===== src/rtl/input_req_ctrl.sv =====
// Router input-port requester: flit FIFO, XY route of the head flit, wormhole request/grant handshake.
// Optional build macro FWDAB_EN: honour the abs bit (forward-and-absorb also requests local port 0).
module input_req_ctrl #(
    parameter int X_ID    = 0,
    parameter int Y_ID    = 0,
    parameter int COORD_W = 2,
    parameter int FLIT_W  = 34,
    parameter int DEPTH   = 4
) (
    input  logic              clk_i,
    input  logic              rst_i,
    input  logic              in_valid_i,
    input  logic [FLIT_W-1:0] in_flit_i,
    output logic              in_ready_o,
    output logic [2:0]        port_o,
    output logic              req_o,
    output logic              fwdab_o,
    input  logic [4:0]        grt_i,
    output logic              out_valid_o,
    output logic [FLIT_W-1:0] out_flit_o
);

    localparam int AW    = $clog2(DEPTH);
    localparam int DX_HI = FLIT_W - 4;
    localparam int DY_HI = FLIT_W - 4 - COORD_W;

    localparam logic [AW:0]        DEPTH_C = (AW + 1)'(DEPTH);
    localparam logic [COORD_W-1:0] X_C     = COORD_W'(X_ID);
    localparam logic [COORD_W-1:0] Y_C     = COORD_W'(Y_ID);

    localparam logic [1:0] S_IDLE   = 2'd0;
    localparam logic [1:0] S_ROUTE  = 2'd1;
    localparam logic [1:0] S_ACTIVE = 2'd2;

    localparam logic [2:0] P_L = 3'd0;
    localparam logic [2:0] P_N = 3'd1;
    localparam logic [2:0] P_E = 3'd2;
    localparam logic [2:0] P_S = 3'd3;
    localparam logic [2:0] P_W = 3'd4;

    logic [FLIT_W-1:0]  mem_q [DEPTH];
    logic [AW-1:0]      wr_ptr_q, rd_ptr_q;
    logic [AW:0]        count_q, count_d;
    logic [1:0]         state_q, state_d;
    logic [2:0]         port_q, port_d;
    logic               req_q, req_d;
    logic               fwdab_q, fwdab_d;
    logic [7:0]         err_cnt_q, err_cnt_d;

    logic [1:0]         head_type_s;
    logic [COORD_W-1:0] head_dx_s, head_dy_s;
    logic               nonempty_s, is_head_s, is_tail_s;
    logic               push_s, pop_s, drop_s, grant_ok_s;
    logic [2:0]         route_port_s;
`ifdef FWDAB_EN
    logic               head_abs_s;
    assign head_abs_s = out_flit_o[FLIT_W-3];
`endif

    assign out_flit_o  = mem_q[rd_ptr_q];
    assign head_type_s = out_flit_o[FLIT_W-1 -: 2];
    assign head_dx_s   = out_flit_o[DX_HI -: COORD_W];
    assign head_dy_s   = out_flit_o[DY_HI -: COORD_W];
    assign is_head_s   = head_type_s[0];
    assign is_tail_s   = head_type_s[1];
    assign nonempty_s  = (count_q != {(AW + 1){1'b0}});

    assign in_ready_o  = (count_q != DEPTH_C);
    assign port_o      = port_q;
    assign req_o       = req_q;
    assign fwdab_o     = fwdab_q;

`ifdef FWDAB_EN
    assign grant_ok_s  = grt_i[port_q] & (~fwdab_q | grt_i[0]);
`else
    assign grant_ok_s  = grt_i[port_q];
`endif

    assign out_valid_o = (state_q == S_ACTIVE) & nonempty_s & grant_ok_s;
    // Stray body/tail flits at the head while idle are discarded without a transfer.
    assign drop_s      = (state_q == S_IDLE) & nonempty_s & ~is_head_s;
    assign pop_s       = out_valid_o | drop_s;
    assign push_s      = in_valid_i & in_ready_o;

    // XY routing: resolve X first, then Y.
    always_comb begin
        route_port_s = P_L;
        if (head_dx_s > X_C) begin
            route_port_s = P_E;
        end else if (head_dx_s < X_C) begin
            route_port_s = P_W;
        end else if (head_dy_s > Y_C) begin
            route_port_s = P_S;
        end else if (head_dy_s < Y_C) begin
            route_port_s = P_N;
        end else begin
            route_port_s = P_L;
        end
    end

    // FIFO occupancy next state.
    always_comb begin
        case ({push_s, pop_s})
            2'b10:   count_d = count_q + (AW + 1)'(1);
            2'b01:   count_d = count_q - (AW + 1)'(1);
            default: count_d = count_q;
        endcase
    end

    // Packet FSM and request/route latches.
    always_comb begin
        state_d   = state_q;
        port_d    = port_q;
        req_d     = req_q;
        fwdab_d   = fwdab_q;
        err_cnt_d = err_cnt_q;
        case (state_q)
            S_IDLE: begin
                if (nonempty_s & is_head_s) begin
                    state_d = S_ROUTE;
                end else begin
                    state_d = S_IDLE;
                end
                if (drop_s && (err_cnt_q != 8'hFF)) begin
                    err_cnt_d = err_cnt_q + 8'd1;
                end else begin
                    err_cnt_d = err_cnt_q;
                end
            end
            S_ROUTE: begin
                state_d = S_ACTIVE;
                port_d  = route_port_s;
                req_d   = 1'b1;
`ifdef FWDAB_EN
                fwdab_d = head_abs_s & (route_port_s != P_L);
`else
                fwdab_d = 1'b0;
`endif
            end
            S_ACTIVE: begin
                if (out_valid_o & is_tail_s) begin
                    state_d = S_IDLE;
                    req_d   = 1'b0;
                end else begin
                    state_d = S_ACTIVE;
                end
            end
            default: begin
                state_d = S_IDLE;
                req_d   = 1'b0;
            end
        endcase
    end

    // Control state registers with synchronous reset.
    always_ff @(posedge clk_i) begin
        if (rst_i) begin
            wr_ptr_q  <= {AW{1'b0}};
            rd_ptr_q  <= {AW{1'b0}};
            count_q   <= {(AW + 1){1'b0}};
            state_q   <= S_IDLE;
            port_q    <= P_L;
            req_q     <= 1'b0;
            fwdab_q   <= 1'b0;
            err_cnt_q <= 8'd0;
        end else begin
            if (push_s) begin
                wr_ptr_q <= wr_ptr_q + AW'(1);
            end
            if (pop_s) begin
                rd_ptr_q <= rd_ptr_q + AW'(1);
            end
            count_q   <= count_d;
            state_q   <= state_d;
            port_q    <= port_d;
            req_q     <= req_d;
            fwdab_q   <= fwdab_d;
            err_cnt_q <= err_cnt_d;
        end
    end

    // Flit storage; contents are don't-care once the pointers are reset.
    always_ff @(posedge clk_i) begin
        if (push_s) begin
            mem_q[wr_ptr_q] <= in_flit_i;
        end
    end

endmodule

===== config.mk =====
export PLATFORM = sky130hd
export DESIGN_NAME = input_req_ctrl
export DESIGN_NICKNAME = d
export VERILOG_FILES = /design/src/rtl/input_req_ctrl.sv
export SDC_FILE = /design/constraint.sdc
export NUM_CORES = 1
export LEC_CHECK = 0
export CORE_AREA = 4 4 110 112
export DETAILED_ROUTE_END_ITERATION = 8
export DIE_AREA = 0 0 114 116
export GPL_TIMING_DRIVEN = 0
export PLACE_DENSITY_LB_ADDON = 0.05
export SYNTH_ARGS = -nofsm -noshare
export SYNTH_HDL_FRONTEND = slang
export SYNTH_SLANG_ARGS = --single-unit
export TNS_END_PERCENT = 5

===== constraint.sdc =====
create_clock -name clk_i -period 4 [get_ports clk_i]
set_clock_uncertainty 0.2 [all_clocks]
set_input_delay 0.4 -clock clk_i [delete_from_list [all_inputs] [get_ports clk_i]]
set_output_delay 0.4 -clock clk_i [all_outputs]
set_load 0.005 [all_outputs]

==> flow_results.org <==
** Outcome
- The flow ran to the end, and the final reports show no timing, DRC or antenna violations.

** Floorplanning
- The floorplan step defined a die boundary enclosing 0.0132 sq mm.
- Row generation in the floorplan step produced 39 rows.
- Die boundary height :: 116 um
- Initial core utilization :: 0.522
- The core region is 0.0112 sq mm.
- The die is between 100 and 150 um wide.
- Io pins :: 83

** GRT
- Entering global routing, the biggest net connects 34 pins.
- Overflow left after global routing :: 0
- The first global-routing pass estimated 17600 um of wire.
- Via count of the first global-routing pass :: 3276
- The number of antenna violations at the first check in global routing is 0.
- Across every metal layer, demand over resource in global routing totals 0.180.

** Timing
- Hold Worst Slack :: 0.305 ns
- Based on the critical path, the design can be clocked at up to 304 MHz.
- Across all setup checks in the final design, the least slack found is just over 0.7 ns.
- Measured against its own limit, the worst slew margin works out to 0.566.
- Slew at the pin closest to its max-slew limit :: roughly 0.65 ns
- Final critical-path required period :: 3.29 ns
- The count of final max-slew check failures is 0.
- Number of endpoints with negative hold slack in the final report :: 0
- Setup repair after global routing left no endpoint under its margin.
- # setup viols final :: 0
- Of the available clock period, the critical path in the final layout requires 0.823.
- In the final timing run, aggregate negative setup slack is 0 ns.

** Cells and area
- The number of antenna diodes in the final layout is 0.
- Fill cells :: 775
- Final Net Count :: 438
- Area of the multi-input gates :: 0.00140 sq mm
- Share of post-route cells with drive strength above 1 :: 0.228
- Compared with the post-synthesis result, the final layout area differs by 28.7%.
- Area taken by flip-flops and latches :: 0.00436 sq mm

** Synth
- Share of flip-flops with an asynchronous set or reset after synthesis :: 0
- The mapped netlist covers around 0.0059 sq mm.
- Post-Syn Instances :: 288
- Most instantiated flip-flop cell in the synthesis netlist :: sky130_fd_sc_hd__edfxtp_1
- The synthesized design contains 150 register bits.
- Post-synth EDFFs :: 136
- Synthesized area per cell :: 20.4 sq um
- Synth unique cells :: 55
- Share of the yosys chip area belonging to registers :: 0.745
- Total of warnings raised by yosys :: 0

** Setup path
- CP max-delay cell :: sky130_fd_sc_hd__mux4_2
- The critical path contains buffers and inverters numbering 0 combined.
- Worst Path Class, Setup :: reg -> reg
- Worst endpoint required time :: 4.14 ns
- The critical path goes through mux4_2, or2_1, nand3_1, nor2_1, fa_1, or3_2, a2111oi_0, o211ai_1, nand4_1.
- STA classifies the critical path startpoint as a flip-flop.
- In this design, the stage delay of the slowest critical-path cell is 0.56 ns.
- Peak fanout along the critical path :: 5
- Arr. time, crit path :: 3.43 ns
- Critical Path End Type :: flip-flop
- Grouping stages by cell kind, the critical path spends the most delay in simple AND/OR/NAND/NOR gates.

** Routing
- Detailed Routing Iterations Pass 1 :: 4
- DRC :: 0
- Routed wire length per instance :: 20.0 um
- Dividing the detail-routed via count by the number of cells gives 5.60.
- Routed wire length :: between 10000 and 15000 um
- The detailed router finished its first iteration with 215 violations.
- The detail route stage leaves a number of antenna-violating nets equal to 0.
- Total number of vias :: 3065

** Pwr
- The share of total power dissipated in combinational logic is 0.277.
- The analysis attributes to net switching a power of 1.31 mW.
- The internal portion of the total power is 3.74 mW.
- Clock share of power :: 0.329
- Of the total power, the share spent switching nets is 0.259.
- The analysis attributes to cell leakage a power of approximately 2.5 nW.
- Power density cells :: 669 mW/mm^2
- Worst-case vdd ir drop :: between 0.0003 and 0.0004 V
- Sequential group share of total power :: 0.393

** Placed design
- At the end of routability-driven placement, the weighted congestion stood at approximately 0.78.
- Port buffering added between 70 and 80 buffers.
- Worst Setup Slack post-DPL :: 0.389 ns
- Post-detail-place hpwl :: 7010 um

** Min path
- Worst hold-check path type :: reg -> reg

** Job
- Across the run, the number of max-cap violations was 0.

** Clock tree
- Setup bufs post-CTS :: 0
- Latest clock arrival within the worst-skew pair :: 0.40 ns
- The tree is rooted in a sky130_fd_sc_hd__clkbuf_16.
- Clock slew seen by the registers of the worst setup and hold paths :: ~0.060 ns
- Quantity of gates resized following cts :: 0
- TritonCTS built the clock tree.
- Quantity of hold-fixing buffers added after cts :: 0
- Count of H-tree levels built during CTS :: 4
- Clock buffers created by TritonCTS :: 17
- Number of clock sinks seen by CTS :: 150
- Clock buffer depth :: 2
path summary, 6_finish.rpt:
kind	slack, ns	cells past startpoint	to	startpoint
worst max-delay path	0.71	9	count_q[2]	port_o[0]
worst max register to register	0.71	9	count_q[2]	port_o[0]
worst min register to register	0.30	2	port_o[1]	port_o[1]
worst min-delay path	0.30	2	port_o[1]	port_o[1]
worst reg2reg max path: stages (launching register included):
cell and delay (ns):
sky130_fd_sc_hd__dfxtp_1 0.38, sky130_fd_sc_hd__mux4_2 0.56, sky130_fd_sc_hd__or2_1 0.32, sky130_fd_sc_hd__nand3_1 0.17, sky130_fd_sc_hd__nor2_1 0.07, sky130_fd_sc_hd__fa_1 0.42, sky130_fd_sc_hd__or3_2 0.46, sky130_fd_sc_hd__a2111oi_0 0.37
sky130_fd_sc_hd__o211ai_1 0.16, sky130_fd_sc_hd__nand4_1 0.11
cell usage in the layout (no fill, tap or decap), drive strengths merged, types with 2 or more instances in the layout:
master | netlist | layout
a211oi | 2 | 2
a21oi | 4 | 4
and3 | 8 | 8
buf | 13 | 17
bufinv | 0 | 4
clkbuf | 4 | 21
clkdlybuf4s50 | 0 | 79
clkinv | 0 | 6
conb | 1 | 2
dfxtp | 14 | 14
edfxtp | 136 | 136
ha | 4 | 4
inv | 4 | 8
mux2 | 3 | 3
mux2i | 2 | 2
mux4 | 34 | 34
nand2 | 2 | 2
nand2b | 4 | 4
nand4 | 4 | 4
nor2 | 11 | 11
nor3 | 4 | 4
nor3b | 4 | 4
o211ai | 2 | 2
o22ai | 2 | 2
o32ai | 2 | 2
or2 | 2 | 2
through the flow:
step / area [sq um] / instances / total power [mW] / utilization
floorplan: 5870 / 289 / 2.79 / -
detailed placement: 6920 / 515 / 3.44 / 0.617
global placement: 6840 / 511 / 3.40 / 0.609
global route: 7550 / 547 / 5.31 / 0.672
CTS: 7550 / 547 / 5.12 / 0.672
finish: 7550 / 547 / 5.05 / 0.672
cell type report:
class	count	area share
multi-input combinational	118	0.186
timing repair buffer	83	0.115
clock buffer	17	0.0564
tap	143	0.0237
clock inverter	15	0.0265
sequential	150	0.578
inverter	4	0.00199
buffer	17	0.0118
cell usage after synthesis (2+ instances only):
| master | count | area, sq um |
|---|---|---|
| sky130_fd_sc_hd__nor2_1 | 11 | 41.3 |
| sky130_fd_sc_hd__o211ai_1 | 2 | 15.0 |
| sky130_fd_sc_hd__mux4_2 | 34 | 766 |
| sky130_fd_sc_hd__inv_1 | 4 | 15.0 |
| sky130_fd_sc_hd__o22ai_1 | 2 | 12.5 |
| sky130_fd_sc_hd__buf_1 | 2 | 7.51 |
| sky130_fd_sc_hd__clkbuf_1 | 4 | 15.0 |
| sky130_fd_sc_hd__buf_2 | 8 | 40.0 |
| sky130_fd_sc_hd__o32ai_1 | 2 | 17.5 |
| sky130_fd_sc_hd__a21oi_1 | 4 | 20.0 |
| sky130_fd_sc_hd__buf_4 | 2 | 15.0 |
| sky130_fd_sc_hd__dfxtp_1 | 14 | 280 |
| sky130_fd_sc_hd__edfxtp_1 | 136 | 4080 |
| sky130_fd_sc_hd__nand2b_1 | 4 | 25.0 |
| sky130_fd_sc_hd__nand4_1 | 3 | 18.8 |
| sky130_fd_sc_hd__nand2_1 | 2 | 7.51 |
| sky130_fd_sc_hd__nor3b_1 | 4 | 30.0 |
| sky130_fd_sc_hd__and3_1 | 8 | 50.1 |
| sky130_fd_sc_hd__ha_1 | 4 | 50.1 |
| sky130_fd_sc_hd__nor3_1 | 3 | 15.0 |
logic make-up after synthesis:
kind of cell               after synthesis  share of synthesized area
AOI/OAI and AO/OA                       21                     0.0299
xor gates and xnor gates                 1                    0.00149
adders and majority gates                5                     0.0120
buffers and inverters                   21                     0.0177
DFF                                    150                      0.745
muxes                                   39                      0.141
other                                    1                   0.000640
and+or+nand+nor                         50                     0.0527
flip-flops by register name, summed over array words and instances (netlist names), named ones only:
signal and flops:
mem_q 136, port_o 2, count_q 3, wr_ptr_q 2
req_o 1, rd_ptr_q 2, state_q 2
layer usage:
metal	up-vias	GRT usage	wire length (um)
met1	1577	0.235	4700
li1	1404	-	-
met5	-	0	0
met3	11	0.0574	524
met4	0	0.0713	129
met2	73	0.285	5610
power by group through the flow:
stage,Combinational (mW),Clock [mW],Sequential (mW)
final,1.40,1.66,1.98
after global routing,1.53,1.78,2.00
after CTS,1.43,1.70,1.99
after detailed placement,1.42,0,2.02
after global placement,1.38,0,2.02
after floorplan,0.791,0,2.00
Power figures use the tool's default switching activity.
